`config.mk`:
```
export PLATFORM = sky130hd
export DESIGN_NAME = alu_issuer_flat
export DESIGN_NICKNAME = d
export VERILOG_FILES = /design/src/rtl/alu_issuer_pkg.sv /design/src/rtl/alu_issuer_if.sv /design/src/rtl/alu_cmd_fifo.sv /design/src/rtl/alu_issuer.sv /design/src/flat_wrapper.sv
export SDC_FILE = /design/constraint.sdc
export NUM_CORES = 1
export LEC_CHECK = 0
export ABC_AREA = 1
export CAP_MARGIN = 25
export CELL_PAD_IN_SITES_DETAIL_PLACEMENT = 2
export CELL_PAD_IN_SITES_GLOBAL_PLACEMENT = 2
export CORE_ASPECT_RATIO = 0.7
export CORE_MARGIN = 5
export CORE_UTILIZATION = 30
export DETAILED_ROUTE_END_ITERATION = 16
export PLACE_DENSITY_LB_ADDON = 0.1
export SETUP_SLACK_MARGIN = 0.1
export SLEW_MARGIN = 20
export SYNTH_ARGS = -nofsm -noshare
export SYNTH_HDL_FRONTEND = slang
export SYNTH_HIERARCHICAL = 1
export SYNTH_SLANG_ARGS = --single-unit
```
`constraint.sdc`:
```
create_clock -name clk -period 5.2 [get_ports clk]
set_input_delay 1.04 -clock clk [delete_from_list [all_inputs] [get_ports clk]]
set_output_delay 1.04 -clock clk [all_outputs]
set_load 0.02 [all_outputs]
```
`src/rtl/alu_issuer_pkg.sv`:
```
// Shared definitions for the ALU command issuer.
// Holds the opcode map, the issuer FSM state encoding, the ALU operand and result widths,
// and the packed command word that is stored in the command FIFO.
package alu_issuer_pkg;

    localparam int unsigned OPND_W = 4;                      // ALU operand width
    localparam int unsigned RES_W  = 5;                      // ALU result width
    localparam int unsigned OP_W   = 3;                      // opcode width
    localparam int unsigned CMD_W  = 2 * OPND_W + OP_W + 1;  // a, b, op, chain

    localparam logic [OP_W-1:0] OP_ADD = 3'b000;
    localparam logic [OP_W-1:0] OP_SUB = 3'b001;
    localparam logic [OP_W-1:0] OP_AND = 3'b010;
    localparam logic [OP_W-1:0] OP_OR  = 3'b011;
    localparam logic [OP_W-1:0] OP_XOR = 3'b100;
    localparam logic [OP_W-1:0] OP_NOT = 3'b101;
    localparam logic [OP_W-1:0] OP_SHL = 3'b110;
    localparam logic [OP_W-1:0] OP_SHR = 3'b111;

    typedef enum logic [1:0] {
        IDLE     = 2'd0,
        DRIVE    = 2'd1,
        WAIT_RSP = 2'd2
    } state_e;

    // One queued command. When chain is set, a is replaced by the previous result.
    typedef struct packed {
        logic [OPND_W-1:0] a;
        logic [OPND_W-1:0] b;
        logic [OP_W-1:0]   op;
        logic              chain;
    } cmd_t;

endpackage

```
`src/rtl/alu_issuer_if.sv`:
```
// Bundle of the command, ALU and response signals of the issuer.
//   cmd_*  : command offer (valid/ready) with operands, opcode and chain flag
//   alu_*  : registered operands/opcode to an external combinational ALU, and its result
//   rsp_*  : held response (valid/ready) with captured result and opcode
// slave  : the issuer side.
// master : the environment side (command source, ALU, response sink).
interface alu_issuer_if;
    import alu_issuer_pkg::*;

    logic              cmd_valid;
    logic              cmd_ready;
    logic [OPND_W-1:0] cmd_a;
    logic [OPND_W-1:0] cmd_b;
    logic [OP_W-1:0]   cmd_op;
    logic              cmd_chain;

    logic [OPND_W-1:0] alu_a;
    logic [OPND_W-1:0] alu_b;
    logic [OP_W-1:0]   alu_op;
    logic [RES_W-1:0]  alu_result;

    logic              rsp_valid;
    logic              rsp_ready;
    logic [RES_W-1:0]  rsp_data;
    logic [OP_W-1:0]   rsp_op;

    modport slave (
        input  cmd_valid, cmd_a, cmd_b, cmd_op, cmd_chain,
        output cmd_ready,
        output alu_a, alu_b, alu_op,
        input  alu_result,
        output rsp_valid, rsp_data, rsp_op,
        input  rsp_ready
    );

    modport master (
        output cmd_valid, cmd_a, cmd_b, cmd_op, cmd_chain,
        input  cmd_ready,
        input  alu_a, alu_b, alu_op,
        output alu_result,
        input  rsp_valid, rsp_data, rsp_op,
        output rsp_ready
    );

endinterface

```
`src/rtl/alu_cmd_fifo.sv`:
```
// Command FIFO for the ALU issuer: DEPTH entries of WIDTH bits, power-of-two depth.
// Ports:
//   clk, rst_n  : clock, asynchronous active-low reset
//   push        : write push_data when not full (ignored when full)
//   push_data   : entry to write
//   pop         : drop the head entry when not empty (ignored when empty)
//   head_c      : current head entry (read straight from storage)
//   empty       : registered, FIFO holds no entries
//   not_full    : registered, FIFO can accept an entry
module alu_cmd_fifo
    import alu_issuer_pkg::*;
#(
    parameter int unsigned DEPTH = 4,
    parameter int unsigned WIDTH = CMD_W
) (
    input  logic             clk,
    input  logic             rst_n,
    input  logic             push,
    input  logic [WIDTH-1:0] push_data,
    input  logic             pop,
    output logic [WIDTH-1:0] head_c,
    output logic             empty,
    output logic             not_full
);

    localparam int unsigned PTR_W = (DEPTH > 1) ? $clog2(DEPTH) : 1;
    localparam int unsigned CNT_W = $clog2(DEPTH + 1);

    logic [WIDTH-1:0] mem_q [DEPTH];

    logic [PTR_W-1:0] wr_ptr_q, wr_ptr_d;
    logic [PTR_W-1:0] rd_ptr_q, rd_ptr_d;
    logic [CNT_W-1:0] count_q, count_d;
    logic             empty_q, empty_d;
    logic             not_full_q, not_full_d;

    logic             do_push_c;
    logic             do_pop_c;

    assign do_push_c = push && not_full_q;
    assign do_pop_c  = pop && !empty_q;

    // Pointers wrap naturally since DEPTH is a power of two; flags track the next count.
    always_comb begin
        wr_ptr_d   = wr_ptr_q;
        rd_ptr_d   = rd_ptr_q;
        count_d    = count_q;
        empty_d    = empty_q;
        not_full_d = not_full_q;

        if (do_push_c) begin
            wr_ptr_d = wr_ptr_q + PTR_W'(1);
        end
        if (do_pop_c) begin
            rd_ptr_d = rd_ptr_q + PTR_W'(1);
        end
        count_d    = count_q + CNT_W'(do_push_c) - CNT_W'(do_pop_c);
        empty_d    = (count_d == CNT_W'(0));
        not_full_d = (count_d < CNT_W'(DEPTH));
    end

    // Control state.
    always_ff @(posedge clk or negedge rst_n) begin
        if (!rst_n) begin
            wr_ptr_q   <= '0;
            rd_ptr_q   <= '0;
            count_q    <= '0;
            empty_q    <= 1'b1;
            not_full_q <= 1'b1;
        end else begin
            wr_ptr_q   <= wr_ptr_d;
            rd_ptr_q   <= rd_ptr_d;
            count_q    <= count_d;
            empty_q    <= empty_d;
            not_full_q <= not_full_d;
        end
    end

    // Storage needs no reset: entries are only read once counted as valid.
    always_ff @(posedge clk) begin
        if (do_push_c) begin
            mem_q[wr_ptr_q] <= push_data;
        end
    end

    assign head_c   = mem_q[rd_ptr_q];
    assign empty    = empty_q;
    assign not_full = not_full_q;

endmodule

```
`src/rtl/alu_issuer.sv`:
```
// ALU command issuer.
// Queues commands in a FIFO, drives one command at a time to an external combinational
// ALU for one cycle, captures the result into a held response, and optionally chains the
// previous result into operand a of the next command.
// Ports:
//   clk, rst_n : clock, asynchronous active-low reset
//   bus        : alu_issuer_if.slave (cmd_*, alu_*, rsp_* groups)
// Parameter DEPTH: command FIFO entries, power of two, at least 2.
module alu_issuer
    import alu_issuer_pkg::*;
#(
    parameter int unsigned DEPTH = 4
) (
    input  logic        clk,
    input  logic        rst_n,
    alu_issuer_if.slave bus
);

    cmd_t              push_cmd_c;
    logic [CMD_W-1:0]  fifo_head_c;
    cmd_t              head_c;
    logic              fifo_empty;
    logic              fifo_not_full;
    logic              fifo_pop_c;
    logic [OPND_W-1:0] load_a_c;

    state_e            state_q, state_d;
    logic [OPND_W-1:0] alu_a_q, alu_a_d;
    logic [OPND_W-1:0] alu_b_q, alu_b_d;
    logic [OP_W-1:0]   alu_op_q, alu_op_d;
    logic              rsp_valid_q, rsp_valid_d;
    logic [RES_W-1:0]  rsp_data_q, rsp_data_d;
    logic [OP_W-1:0]   rsp_op_q, rsp_op_d;
    // Only the operand-width slice of the last result is ever chained, so only that is kept.
    logic [OPND_W-1:0] last_result_q, last_result_d;

    assign push_cmd_c = '{a: bus.cmd_a, b: bus.cmd_b, op: bus.cmd_op, chain: bus.cmd_chain};

    alu_cmd_fifo #(
        .DEPTH (DEPTH),
        .WIDTH (CMD_W)
    ) u_fifo (
        .clk       (clk),
        .rst_n     (rst_n),
        .push      (bus.cmd_valid),
        .push_data (push_cmd_c),
        .pop       (fifo_pop_c),
        .head_c    (fifo_head_c),
        .empty     (fifo_empty),
        .not_full  (fifo_not_full)
    );

    assign head_c   = cmd_t'(fifo_head_c);
    assign load_a_c = head_c.chain ? last_result_q : head_c.a;

    // Next-state and datapath: pop into the ALU regs, hold for DRIVE, capture, then wait.
    always_comb begin
        state_d       = state_q;
        alu_a_d       = alu_a_q;
        alu_b_d       = alu_b_q;
        alu_op_d      = alu_op_q;
        rsp_valid_d   = rsp_valid_q;
        rsp_data_d    = rsp_data_q;
        rsp_op_d      = rsp_op_q;
        last_result_d = last_result_q;
        fifo_pop_c    = 1'b0;

        unique case (state_q)
            IDLE: begin
                if (!fifo_empty) begin
                    fifo_pop_c = 1'b1;
                    alu_a_d    = load_a_c;
                    alu_b_d    = head_c.b;
                    alu_op_d   = head_c.op;
                    state_d    = DRIVE;
                end
            end
            DRIVE: begin
                rsp_data_d    = bus.alu_result;
                rsp_op_d      = alu_op_q;
                last_result_d = bus.alu_result[OPND_W-1:0];
                rsp_valid_d   = 1'b1;
                state_d       = WAIT_RSP;
            end
            WAIT_RSP: begin
                // rsp_valid is always high here, so rsp_ready alone completes the handshake.
                if (bus.rsp_ready) begin
                    rsp_valid_d = 1'b0;
                    if (!fifo_empty) begin
                        fifo_pop_c = 1'b1;
                        alu_a_d    = load_a_c;
                        alu_b_d    = head_c.b;
                        alu_op_d   = head_c.op;
                        state_d    = DRIVE;
                    end else begin
                        state_d = IDLE;
                    end
                end
            end
            default: begin
                state_d = IDLE;
            end
        endcase
    end

    // State and output registers.
    always_ff @(posedge clk or negedge rst_n) begin
        if (!rst_n) begin
            state_q       <= IDLE;
            alu_a_q       <= '0;
            alu_b_q       <= '0;
            alu_op_q      <= '0;
            rsp_valid_q   <= 1'b0;
            rsp_data_q    <= '0;
            rsp_op_q      <= '0;
            last_result_q <= '0;
        end else begin
            state_q       <= state_d;
            alu_a_q       <= alu_a_d;
            alu_b_q       <= alu_b_d;
            alu_op_q      <= alu_op_d;
            rsp_valid_q   <= rsp_valid_d;
            rsp_data_q    <= rsp_data_d;
            rsp_op_q      <= rsp_op_d;
            last_result_q <= last_result_d;
        end
    end

    assign bus.cmd_ready = fifo_not_full;
    assign bus.alu_a     = alu_a_q;
    assign bus.alu_b     = alu_b_q;
    assign bus.alu_op    = alu_op_q;
    assign bus.rsp_valid = rsp_valid_q;
    assign bus.rsp_data  = rsp_data_q;
    assign bus.rsp_op    = rsp_op_q;

endmodule

```
`src/flat_wrapper.sv`:
```
// flat-port wrapper written by rule: the top's interface ports become plain ports
module alu_issuer_flat import alu_issuer_pkg::*;
#(
    parameter int unsigned DEPTH = 4
)
  (clk, rst_n, bus_cmd_valid, bus_cmd_a, bus_cmd_b, bus_cmd_op, bus_cmd_chain, bus_cmd_ready, bus_alu_a, bus_alu_b, bus_alu_op, bus_alu_result, bus_rsp_valid, bus_rsp_data, bus_rsp_op, bus_rsp_ready);
  alu_issuer_if bus_i ();
  input  logic clk;
  input  logic rst_n;
  input wire logic [$bits(bus_i.cmd_valid)-1:0] bus_cmd_valid;
  input wire logic [$bits(bus_i.cmd_a)-1:0] bus_cmd_a;
  input wire logic [$bits(bus_i.cmd_b)-1:0] bus_cmd_b;
  input wire logic [$bits(bus_i.cmd_op)-1:0] bus_cmd_op;
  input wire logic [$bits(bus_i.cmd_chain)-1:0] bus_cmd_chain;
  output wire logic [$bits(bus_i.cmd_ready)-1:0] bus_cmd_ready;
  output wire logic [$bits(bus_i.alu_a)-1:0] bus_alu_a;
  output wire logic [$bits(bus_i.alu_b)-1:0] bus_alu_b;
  output wire logic [$bits(bus_i.alu_op)-1:0] bus_alu_op;
  input wire logic [$bits(bus_i.alu_result)-1:0] bus_alu_result;
  output wire logic [$bits(bus_i.rsp_valid)-1:0] bus_rsp_valid;
  output wire logic [$bits(bus_i.rsp_data)-1:0] bus_rsp_data;
  output wire logic [$bits(bus_i.rsp_op)-1:0] bus_rsp_op;
  input wire logic [$bits(bus_i.rsp_ready)-1:0] bus_rsp_ready;
  assign bus_i.cmd_valid = bus_cmd_valid;
  assign bus_i.cmd_a = bus_cmd_a;
  assign bus_i.cmd_b = bus_cmd_b;
  assign bus_i.cmd_op = bus_cmd_op;
  assign bus_i.cmd_chain = bus_cmd_chain;
  assign bus_cmd_ready = bus_i.cmd_ready;
  assign bus_alu_a = bus_i.alu_a;
  assign bus_alu_b = bus_i.alu_b;
  assign bus_alu_op = bus_i.alu_op;
  assign bus_i.alu_result = bus_alu_result;
  assign bus_rsp_valid = bus_i.rsp_valid;
  assign bus_rsp_data = bus_i.rsp_data;
  assign bus_rsp_op = bus_i.rsp_op;
  assign bus_i.rsp_ready = bus_rsp_ready;
  alu_issuer #(.DEPTH(DEPTH)) u_core (.clk(clk), .rst_n(rst_n), .bus(bus_i));
endmodule
```
==> flow_metrics.py, run 1 <==
metrics = {
    "outcome": {
        "status": "finished, final reports clean",
    },
    "cells_and_area": {
        "fill_cells": 1147,
        "diodes": 0,
        "final_nets": 367,
        "drive_gt1_frac": 0.119,
        "mostFrequentLayoutCells": "nand2_1, edfxtp_1, clkdlybuf4s50_1",
        "area_growth_pct": 26.6,
        "mostFrequentLayoutCell": "nand2_1",
    },
    "hold_path": {
        "hold_start": "u_core/bus.rsp_data[4]",
        "hold_path.class": "flop to flop",
        "whs_endpoint": "u_core/bus.rsp_data[4]",
        "min_path_cells": 2,
    },
    "cts": {
        "path_clk_slew_ns": 0.06,
        "numCtsBuffers": 9,
        "hold_buffers": 0,
        "cts_root_buf": "clkbuf_16",
        "htreeDepth": 3,
        "ctsResizeCount": 0,
        "cts_sinks": 79,
        "postCtsSetupBuffers": 0,
        "clk_latency_ns": 0.34,
        "tritoncts": "done",
        "cts_buffer_depth": 2,
    },
    "route": {
        "vias": 2176,
        "drtIter0Drc": 94,
        "wl_per_cell_um": 15.9,
        "postRouteAntennaNets": 0,
        "viasPerCell": 4.42,
        "dr.pass1.iters": 4,
        "drc_errors": 0,
        "wirelength_mm": 7.82,
    },
    "floorplan": {
        "fp.coreArea_mm2": 0.0105,
        "dieArea_mm2": 0.0132,
        "dieHeight_um": 97.5,
        "chipWidth_um": 135,
        "io_pins": 42,
        "fp-row-count": 31,
        "initial_utilization": 0.312,
    },
    "global_route": {
        "grt.met1_usage": 0.174,
        "grt_pass1_vias": 2389,
        "use_met2": 0.196,
        "grt_max_degree": 32,
        "grt-ovfl-total": 0,
        "antenna_found_initial": 0,
        "grt_pass1_wl_mm": 12.8,
        "grtUsageMet3": 0.0430,
        "grt.busiest_layer": "met2",
        "track_usage": 0.129,
    },
    "power": {
        "leakage_nw": 1.70,
        "p_sw_frac": 0.382,
        "p_per_area_mw_per_mm2": 636,
        "p_sw_w": 0.00101,
        "pwr-share-clk": 0.237,
        "p_int_w": 0.00163,
        "seqPwrFrac": 0.363,
        "peakVddDrop_mv": 0.215,
        "comb_power_share": 0.400,
    },
    "synthesis": {
        "syn-cell-area_mm2": 0.00328,
        "synth_top_area_cell": "edfxtp_1",
        "syn_inst": 289,
        "synth_area_per_cell_um2": 11.3,
        "synthesis.nets": 317,
        "synth_top_area_share": 0.440,
        "seq_area_frac_synth": 0.677,
        "synth.distinct_cells": 26,
        "synth_area_leaders": "edfxtp_1, dfrtp_1, nand2_1, nor2_1, o21a_1",
        "ys_ff_latch": 79,
        "synth_warnings": 6,
    },
    "critical_path": {
        "crit_arrival_ns": 3.49,
        "critPathCaptureType": "flop",
        "r2r_setup_slack_ns": 2.61,
        "critical_path.max_fanout": 5,
        "reg2reg_from": "u_core/state_q[0]",
        "cp_cell_sequence": "clkdlybuf4s50_1 > nor2_1 > nor2_2 > inv_1 > nor2_1 > ha_1 > inv_1 > ha_1 > inv_1 > fa_1 > inv_1 > or2_2 > nor2_1",
        "crit_type": "input pin to flop",
        "max_stage_delay_ns": 0.51,
        "r2r_end": "u_core/u_fifo/empty",
        "worstSetupStartpointType": "input pin",
        "required_ns": 5.47,
        "crit_slowest_cell": "clkdlybuf4s50_1",
        "r2r_cells": 13,
        "cpMostUsedCell": "inv_1",
    },
    "timing": {
        "worstMarginPinSlew_ns": 0.465,
        "hold_ws_ns": 0.475,
        "hold_viol": 0,
        "fin_tns_setup_ns": 0,
        "max_clock_freq_ghz": 0.310,
        "drv_slew": 0,
        "setup_violations": 0,
        "rsz0062_at_grt": "false",
        "period_share": 0.620,
        "maxSlewHeadroom": 0.689,
        "post-route-min-period_ns": 3.23,
        "finalClockSkew_ns": 0.00611,
    },
    "placed_design": {
        "globalplace.congestion": 0.700,
        "portBuffers": 41,
        "dpl.hpwl_mm": 5.25,
    },
    "flow_run": {
        "max_cap_viol_count": 0,
    },
}
-- power by group through the flow --
stage          combinational [W]  sequential [W]  clock, W
2_1_floorplan           0.000617         0.00104         0
3_3_place_gp             0.00105        0.000969         0
3_5_place_dp             0.00108        0.000974         0
4_1_cts                  0.00109        0.000964  0.000648
5_1_grt                  0.00120        0.000980  0.000671
6_report                 0.00106        0.000959  0.000625
-- area by class of cell --
type                       instances  area, um^2  area share
sequential                        79        2220       0.535
multi-input combinational        176         887       0.214
timing repair buffer              48         463       0.112
clock buffer                      10         229      0.0552
tap                              148         185      0.0446
inverter                          25        96.3      0.0232
clock inverter                     6        68.8      0.0166
-- through the flow --
stage          power [W]  instance area [um^2]  std cells  worst slack [ns]   util
6_report         0.00264                  4150        492              1.97  0.395
5_1_grt          0.00285                  4150        492              1.75  0.395
4_1_cts          0.00270                  4150        492              1.94  0.395
3_5_place_dp     0.00205                  3850        476              1.58  0.366
3_3_place_gp     0.00202                  3850        476              1.67  0.366
2_1_floorplan    0.00166                  3280        289              2.38      -
-- flip-flops by register name (all words and copies together), names as in the netlist --
name	cells
u_core/u_fifo/wr_ptr_q	2
u_core/bus.alu_op	3
u_core/bus.rsp_op	3
u_core/bus.rsp_data	5
u_core/u_fifo/mem_q	48
u_core/u_fifo/count_q	3
u_core/u_fifo/rd_ptr_q	2
u_core/u_fifo/not_full	1
u_core/bus.alu_a	4
u_core/u_fifo/empty	1
u_core/bus.alu_b	4
u_core/bus.rsp_valid	1
u_core/state_q	2
-- cells by family (layout without fill, tap and decap cells) --
| group | after synthesis | in the layout | synth area share |
|---|---|---|---|
| AND/OR/NAND/NOR | 124 | 124 | 0.160 |
| adder cells (fa/ha/maj) | 7 | 7 | 0.0290 |
| AO/OA/AOI/OAI | 42 | 42 | 0.0733 |
| XOR/XNOR | 3 | 3 | 0.00802 |
| buffers and inverters | 34 | 89 | 0.0523 |
| flip-flops | 79 | 79 | 0.677 |
-- how the worst max path moves through the flow --
stage	startpoint	end	slack (ns)	cells after the start
final	bus_rsp_ready	u_core/u_fifo/empty	1.97	13
after global routing	bus_rsp_ready	u_core/u_fifo/empty	1.75	13
after CTS	bus_rsp_ready	u_core/u_fifo/empty	1.94	13
after detailed placement	bus_rsp_ready	u_core/u_fifo/empty	1.58	13
after global placement	bus_rsp_ready	u_core/u_fifo/empty	1.67	13
after floorplan	bus_rsp_ready	u_core/u_fifo/empty	2.38	12
-- worst max-delay path, delay by kind of cell --
family,cells,cell delay [ns]
buffers and inverters,5,0.72
and+or+nand+nor,5,0.86
adders and majority gates,3,0.88
-- cells in the mapped netlist --
master,instances
buf_2,3
nand2_4,1
buf_4,2
edfxtp_1,48
xnor2_1,1
nand2_2,2
o21ai_1,12
nor2_2,10
dfstp_2,2
dfrtp_1,29
nand2_1,74
inv_1,22
clkinv_1,1
o21ai_0,17
inv_4,1
ha_1,6
nor2_4,1
o21a_1,12
fa_1,1
a21oi_1,1
nor2_1,25
or2_2,1
nand3_1,10
xor2_1,2
inv_2,1
buf_6,4
-- per-layer routing --
metal / vias up / part of all wire
li1: 1046 / -
met1: 1082 / 0.50
met2: 39 / 0.44
met3: 9 / 0.047
met4: 0 / 0.014
met5: - / 0
No activity file was read; power rests on OpenSTA's default activity.
==> inputs of run 2 (changes only) <==
==> constraint.sdc (replaced) <==
create_clock -name clk -period 3.35 [get_ports clk]
set_input_delay 0.67 -clock clk [delete_from_list [all_inputs] [get_ports clk]]
set_output_delay 0.67 -clock clk [all_outputs]
set_load 0.02 [all_outputs]
==> run 2 against run 1 <==
Non-clock buffer count up 1. Count of clock-buffer cells in the layout rose by 1. Die area did not move. Largest power group unchanged. Core utilization did not move. Flip-flop and latch count is the same. Highest routed layer unchanged. Setup slack got worse by 1.4 ns.
==> flow_metrics.py, run 2 (synthesis gave the netlist of run 1 again) <==
metrics = {
    "outcome": {
        "status": "finished, final reports clean",
    },
    "floorplan": {
        "chipWidth_um": 135,
        "fp-row-count": 31,
        "fp.coreArea_mm2": 0.0105,
        "initial_utilization": 0.312,
        "dieArea_mm2": 0.0132,
        "dieHeight_um": 97.5,
        "io_pins": 42,
    },
    "cts": {
        "postCtsSetupBuffers": 0,
        "cts_buffer_depth": 2,
        "cts_root_buf": "clkbuf_16",
        "htreeDepth": 3,
        "cts_sinks": 79,
        "tritoncts": "done",
        "clk_latency_ns": 0.34,
        "path_clk_slew_ns": 0.06,
        "numCtsBuffers": 9,
        "ctsResizeCount": 0,
        "hold_buffers": 0,
    },
    "global_route": {
        "grt_pass1_vias": 2346,
        "grt_max_degree": 32,
        "track_usage": 0.128,
        "grt-ovfl-total": 0,
        "antenna_found_initial": 0,
        "grt_pass1_wl_mm": 12.7,
    },
    "cells_and_area": {
        "instances_no_fill": 493,
        "regMostFlops": "u_core/u_fifo/mem_q",
        "mostFrequentLayoutCells": "nand2_1, edfxtp_1, clkdlybuf4s50_1",
        "diodes": 0,
        "multi_input_area_um2": 887,
        "final_nets": 368,
        "regArea_mm2": 0.00222,
        "fill_cells": 1114,
        "drive_gt1_frac": 0.116,
        "mostFrequentLayoutCell": "nand2_1",
        "area_growth_pct": 26.6,
        "largest_register_ffs": 48,
    },
    "timing": {
        "setup_violations": 0,
        "drv_slew": 0,
        "rsz0062_at_grt": "false",
        "worstMarginPinSlew_ns": 0.681,
        "maxSlewHeadroom": 0.546,
        "hold_viol": 0,
        "fin_tns_setup_ns": 0,
        "post-route-min-period_ns": 2.74,
        "finalClockSkew_ns": 0.00730,
        "max_clock_freq_ghz": 0.365,
        "period_share": 0.819,
    },
    "route": {
        "drc_errors": 0,
        "postRouteAntennaNets": 0,
        "vias": 2139,
        "dr.pass1.iters": 4,
        "wirelength_mm": 7.80,
        "viasPerCell": 4.34,
        "drtIter0Drc": 85,
        "wl_per_cell_um": 15.8,
    },
    "critical_path": {
        "crit_type": "input pin to flop",
        "critPathCaptureType": "flop",
        "required_ns": 3.62,
        "crit_arrival_ns": 3.01,
        "critical_path.max_fanout": 3,
        "worstSetupStartpointType": "input pin",
    },
    "placed_design": {
        "dpl.hpwl_mm": 5.40,
        "globalplace.congestion": 0.669,
        "placed_cells": 477,
        "portBuffers": 41,
    },
    "power": {
        "p_sw_w": 0.00155,
        "comb_power_share": 0.391,
        "leakage_nw": 1.70,
        "p_per_area_mw_per_mm2": 985,
        "p_sw_frac": 0.379,
        "pwr-share-clk": 0.235,
        "peakVddDrop_mv": 0.281,
        "seqPwrFrac": 0.374,
        "p_int_w": 0.00254,
    },
    "flow_run": {
        "max_cap_viol_count": 0,
    },
    "hold_path": {
        "hold_path.class": "flop to flop",
    },
}
run 2: changes by cell type in the layout (fill, tap and decap cells not counted):
cell | previous run | this run
clkinv_2 | 1 | 0
clkinvlp_4 | 1 | 2
buf_4 | 7 | 8
clkinv_4 | 2 | 0
clkinv_1 | 1 | 2
clkbuf_1 | 1 | 2
run 2: worst paths after layout:
check	start	to	slack [ns]	cells past startpoint
worst max register to register	u_core/state_q[0]	u_core/u_fifo/empty	0.91	13
worst min-delay path	u_core/bus.alu_b[0]	u_core/bus.alu_b[0]	0.48	2
worst max-delay path	bus_rsp_ready	u_core/u_fifo/empty	0.61	13
worst min register to register	u_core/bus.alu_b[0]	u_core/bus.alu_b[0]	0.48	2
min in group asynchronous	rst_n	u_core/bus.rsp_op[1]	0.74	2
max in group asynchronous	rst_n	u_core/u_fifo/empty	2.29	2
run 2: metrics by stage:
stage | total power, W | cell area [um^2] | setup slack, ns | hold slack (ns) | util
6_report | 0.00408 | 4150 | 0.608 | 0.476 | 0.395
5_1_grt | 0.00443 | 4150 | 0.452 | 0.501 | 0.395
4_1_cts | 0.00419 | 4150 | 0.605 | 0.481 | 0.395
3_5_place_dp | 0.00321 | 3860 | 0.247 | 0.465 | 0.367
3_3_place_gp | 0.00314 | 3860 | 0.336 | 0.459 | 0.367
2_1_floorplan | 0.00258 | 3280 | 0.895 | 0.374 | -
run 2: critical path, stage by stage:
cell,delay [ns]
clkdlybuf4s50_1,0.50
nor2_1,0.08
nor2_2,0.11
inv_1,0.05
nor2_1,0.21
ha_1,0.28
inv_1,0.06
ha_1,0.13
inv_1,0.05
fa_1,0.47
inv_1,0.05
or2_2,0.26
nor2_1,0.10
run 2: layout make-up:
cell class / count / share of cell area
repair buffers: 49 / 0.113
multi-input cells: 176 / 0.214
clock inverters: 5 / 0.0139
clock buffers: 11 / 0.0561
inverters: 25 / 0.0232
well taps: 148 / 0.0446
flip-flops and latches: 79 / 0.535
run 2: routing by layer:
metal | track usage | share of wire | up-vias
met5 | 0 | 0 | -
met4 | 0.0418 | 0.014 | 0
met3 | 0.0419 | 0.045 | 13
met2 | 0.190 | 0.44 | 40
met1 | 0.177 | 0.50 | 1038
li1 | - | - | 1048
run 2: power by group through the flow:
stage	combinational [W]	clock [W]	sequential, W
CTS	0.00166	0.000990	0.00154
global placement	0.00159	0	0.00155
finish	0.00160	0.000959	0.00153
detailed placement	0.00165	0	0.00156
global route	0.00183	0.00104	0.00157
floorplan	0.000958	0	0.00162
==> inputs of run 3 (changes only) <==
==> constraint.sdc (replaced) <==
create_clock -name clk -period 2.8 [get_ports clk]
set_input_delay 0.56 -clock clk [delete_from_list [all_inputs] [get_ports clk]]
set_output_delay 0.56 -clock clk [all_outputs]
set_load 0.02 [all_outputs]
==> run 3 against run 2 <==
Flip-flop and latch count unchanged. Global-route usage shrank 0.17 points. Combinational power rose by 24%. Count of clock-buffer cells in the layout did not move. Sequential share of layout area decreased by 0.53 points. Largest power group unchanged.
==> flow_metrics.py, run 3 (synthesis gave the netlist of run 1 again) <==
metrics = {
    "cells_and_area": {
        "mostFrequentLayoutCells": "nand2_1, edfxtp_1, clkdlybuf4s50_1",
        "multi_input_area_um2": 890,
        "fill_cells": 1088,
        "regMostFlops": "u_core/u_fifo/mem_q",
        "regArea_mm2": 0.00222,
        "utilization": 0.399,
        "drive_gt1_frac": 0.131,
        "area_growth_pct": 27.8,
        "largest_register_ffs": 48,
        "final_nets": 373,
        "mostFrequentLayoutCell": "nand2_1",
        "diodes": 0,
    },
    "cts": {
        "cts_buffer_depth": 2,
        "clk_latency_ns": 0.33,
        "path_clk_slew_ns": 0.06,
        "cts_sinks": 79,
        "htreeDepth": 3,
        "numCtsBuffers": 9,
        "tritoncts": "done",
        "hold_buffers": 0,
        "cts_root_buf": "clkbuf_16",
    },
    "placed_design": {
        "portBuffers": 41,
        "dpl.hpwl_mm": 5.36,
        "globalplace.congestion": 0.681,
    },
    "timing": {
        "post-route-min-period_ns": 2.62,
        "finalClockSkew_ns": 0.00395,
        "worstMarginPinSlew_ns": 0.597,
        "rsz0062_at_grt": "false",
        "setup_violations": 0,
        "fin_tns_setup_ns": 0,
        "drv_slew": 0,
        "period_share": 0.937,
        "hold_viol": 0,
        "maxSlewHeadroom": 0.602,
        "max_clock_freq_ghz": 0.381,
    },
    "route": {
        "vias": 2172,
        "wl_per_cell_um": 15.3,
        "postRouteAntennaNets": 0,
        "drc_errors": 0,
        "dr.pass1.iters": 4,
        "viasPerCell": 4.36,
        "wirelength_mm": 7.60,
        "drtIter0Drc": 95,
    },
    "global_route": {
        "track_usage": 0.126,
        "grt_pass1_vias": 2360,
        "grt_max_degree": 32,
        "grt_pass1_wl_mm": 12.8,
        "antenna_found_initial": 0,
        "grt-ovfl-total": 0,
    },
    "power": {
        "p_per_area_mw_per_mm2": 1180,
        "peakVddDrop_mv": 0.343,
        "leakage_nw": 1.73,
    },
    "critical_path": {
        "crit_arrival_ns": 2.89,
        "required_ns": 3.06,
        "worstSetupStartpointType": "input pin",
        "critPathCaptureType": "flop",
        "crit_type": "input pin to flop",
        "critical_path.max_fanout": 3,
    },
    "flow_run": {
        "max_cap_viol_count": 0,
    },
    "hold_path": {
        "hold_path.class": "flop to flop",
    },
    "floorplan": {
        "fp.coreArea_mm2": 0.0105,
        "chipWidth_um": 135,
        "initial_utilization": 0.312,
        "fp-row-count": 31,
        "dieArea_mm2": 0.0132,
        "dieHeight_um": 97.5,
        "io_pins": 42,
    },
    "outcome": {
        "status": "finished, final reports clean",
    },
}
## run 3: cell types whose count changed in the layout (fill, tap and decap cells not counted), sizes merged
| cell | change |
|---|---|
| clkinvlp | -1 |
| buf | +5 |
| clkinv | +2 |
| inv | -1 |
## run 3: metal layers
| layer | global-route usage | part of all wire | wire length, um |
|---|---|---|---|
| met2 | 0.192 | 0.45 | 3450 |
| met3 | 0.0388 | 0.036 | 276 |
| met5 | 0 | 0 | 0 |
| met4 | 0.0372 | 0.011 | 87 |
| met1 | 0.174 | 0.50 | 3790 |
## run 3: final timing paths
| path | startpoint | endpoint | slack (ns) | cells after the start |
|---|---|---|---|---|
| max in group asynchronous | rst_n | u_core/u_fifo/not_full | 1.83 | 2 |
| worst max register to register | u_core/state_q[0] | u_core/u_fifo/empty | 0.39 | 13 |
| min in group asynchronous | rst_n | u_core/bus.rsp_op[1] | 0.64 | 2 |
| worst min-delay path | u_core/bus.rsp_op[1] | u_core/bus.rsp_op[1] | 0.47 | 2 |
| worst max-delay path | bus_rsp_ready | u_core/u_fifo/empty | 0.18 | 13 |
| worst min register to register | u_core/bus.rsp_op[1] | u_core/bus.rsp_op[1] | 0.47 | 2 |
## run 3: critical path, cell delays in order
cell and delay (ns):
clkdlybuf4s50_1 0.50, nor2_1 0.08, nor2_2 0.13, inv_1 0.08, nor2_2 0.15, ha_1 0.26, inv_1 0.06, ha_1 0.13
inv_1 0.04, fa_1 0.47, inv_1 0.05, or2_2 0.27, nor2_1 0.10
## run 3: area by class of cell
type / instances / share of cell area
clock inverters: 5 / 0.0140
clock buffers: 11 / 0.0555
flip-flops and latches: 79 / 0.530
well taps: 148 / 0.0442
multi-input cells: 176 / 0.212
inverters: 25 / 0.0230
repair buffers: 54 / 0.121
## run 3: through the flow
step | setup WS, ns | hold WS [ns] | power [W] | std cells | cell area, um^2
global placement | -0.0338 | 0.455 | 0.00377 | 480 | 3880
global route | 0.0274 | 0.496 | 0.00536 | 498 | 4190
floorplan | 0.455 | 0.264 | 0.00308 | 289 | 3280
CTS | 0.154 | 0.481 | 0.00502 | 496 | 4170
detailed placement | -0.134 | 0.466 | 0.00385 | 480 | 3880
finish | 0.176 | 0.473 | 0.00494 | 498 | 4190
## run 3: repair_timing
| action | in CTS | in global routing |
|---|---|---|
| buffers inserted | 0 | 2 |
| setup endpoints to repair | 0 | 1 |
| endpoints found under the hold margin | 0 | 0 |
| gates resized for setup | 0 | 1 |
## run 3: power by group
part | internal [W] | switching [W]
sequential | 0.00159 | 0.000229
combinational | 0.000801 | 0.00118
clock | 0.000691 | 0.000445
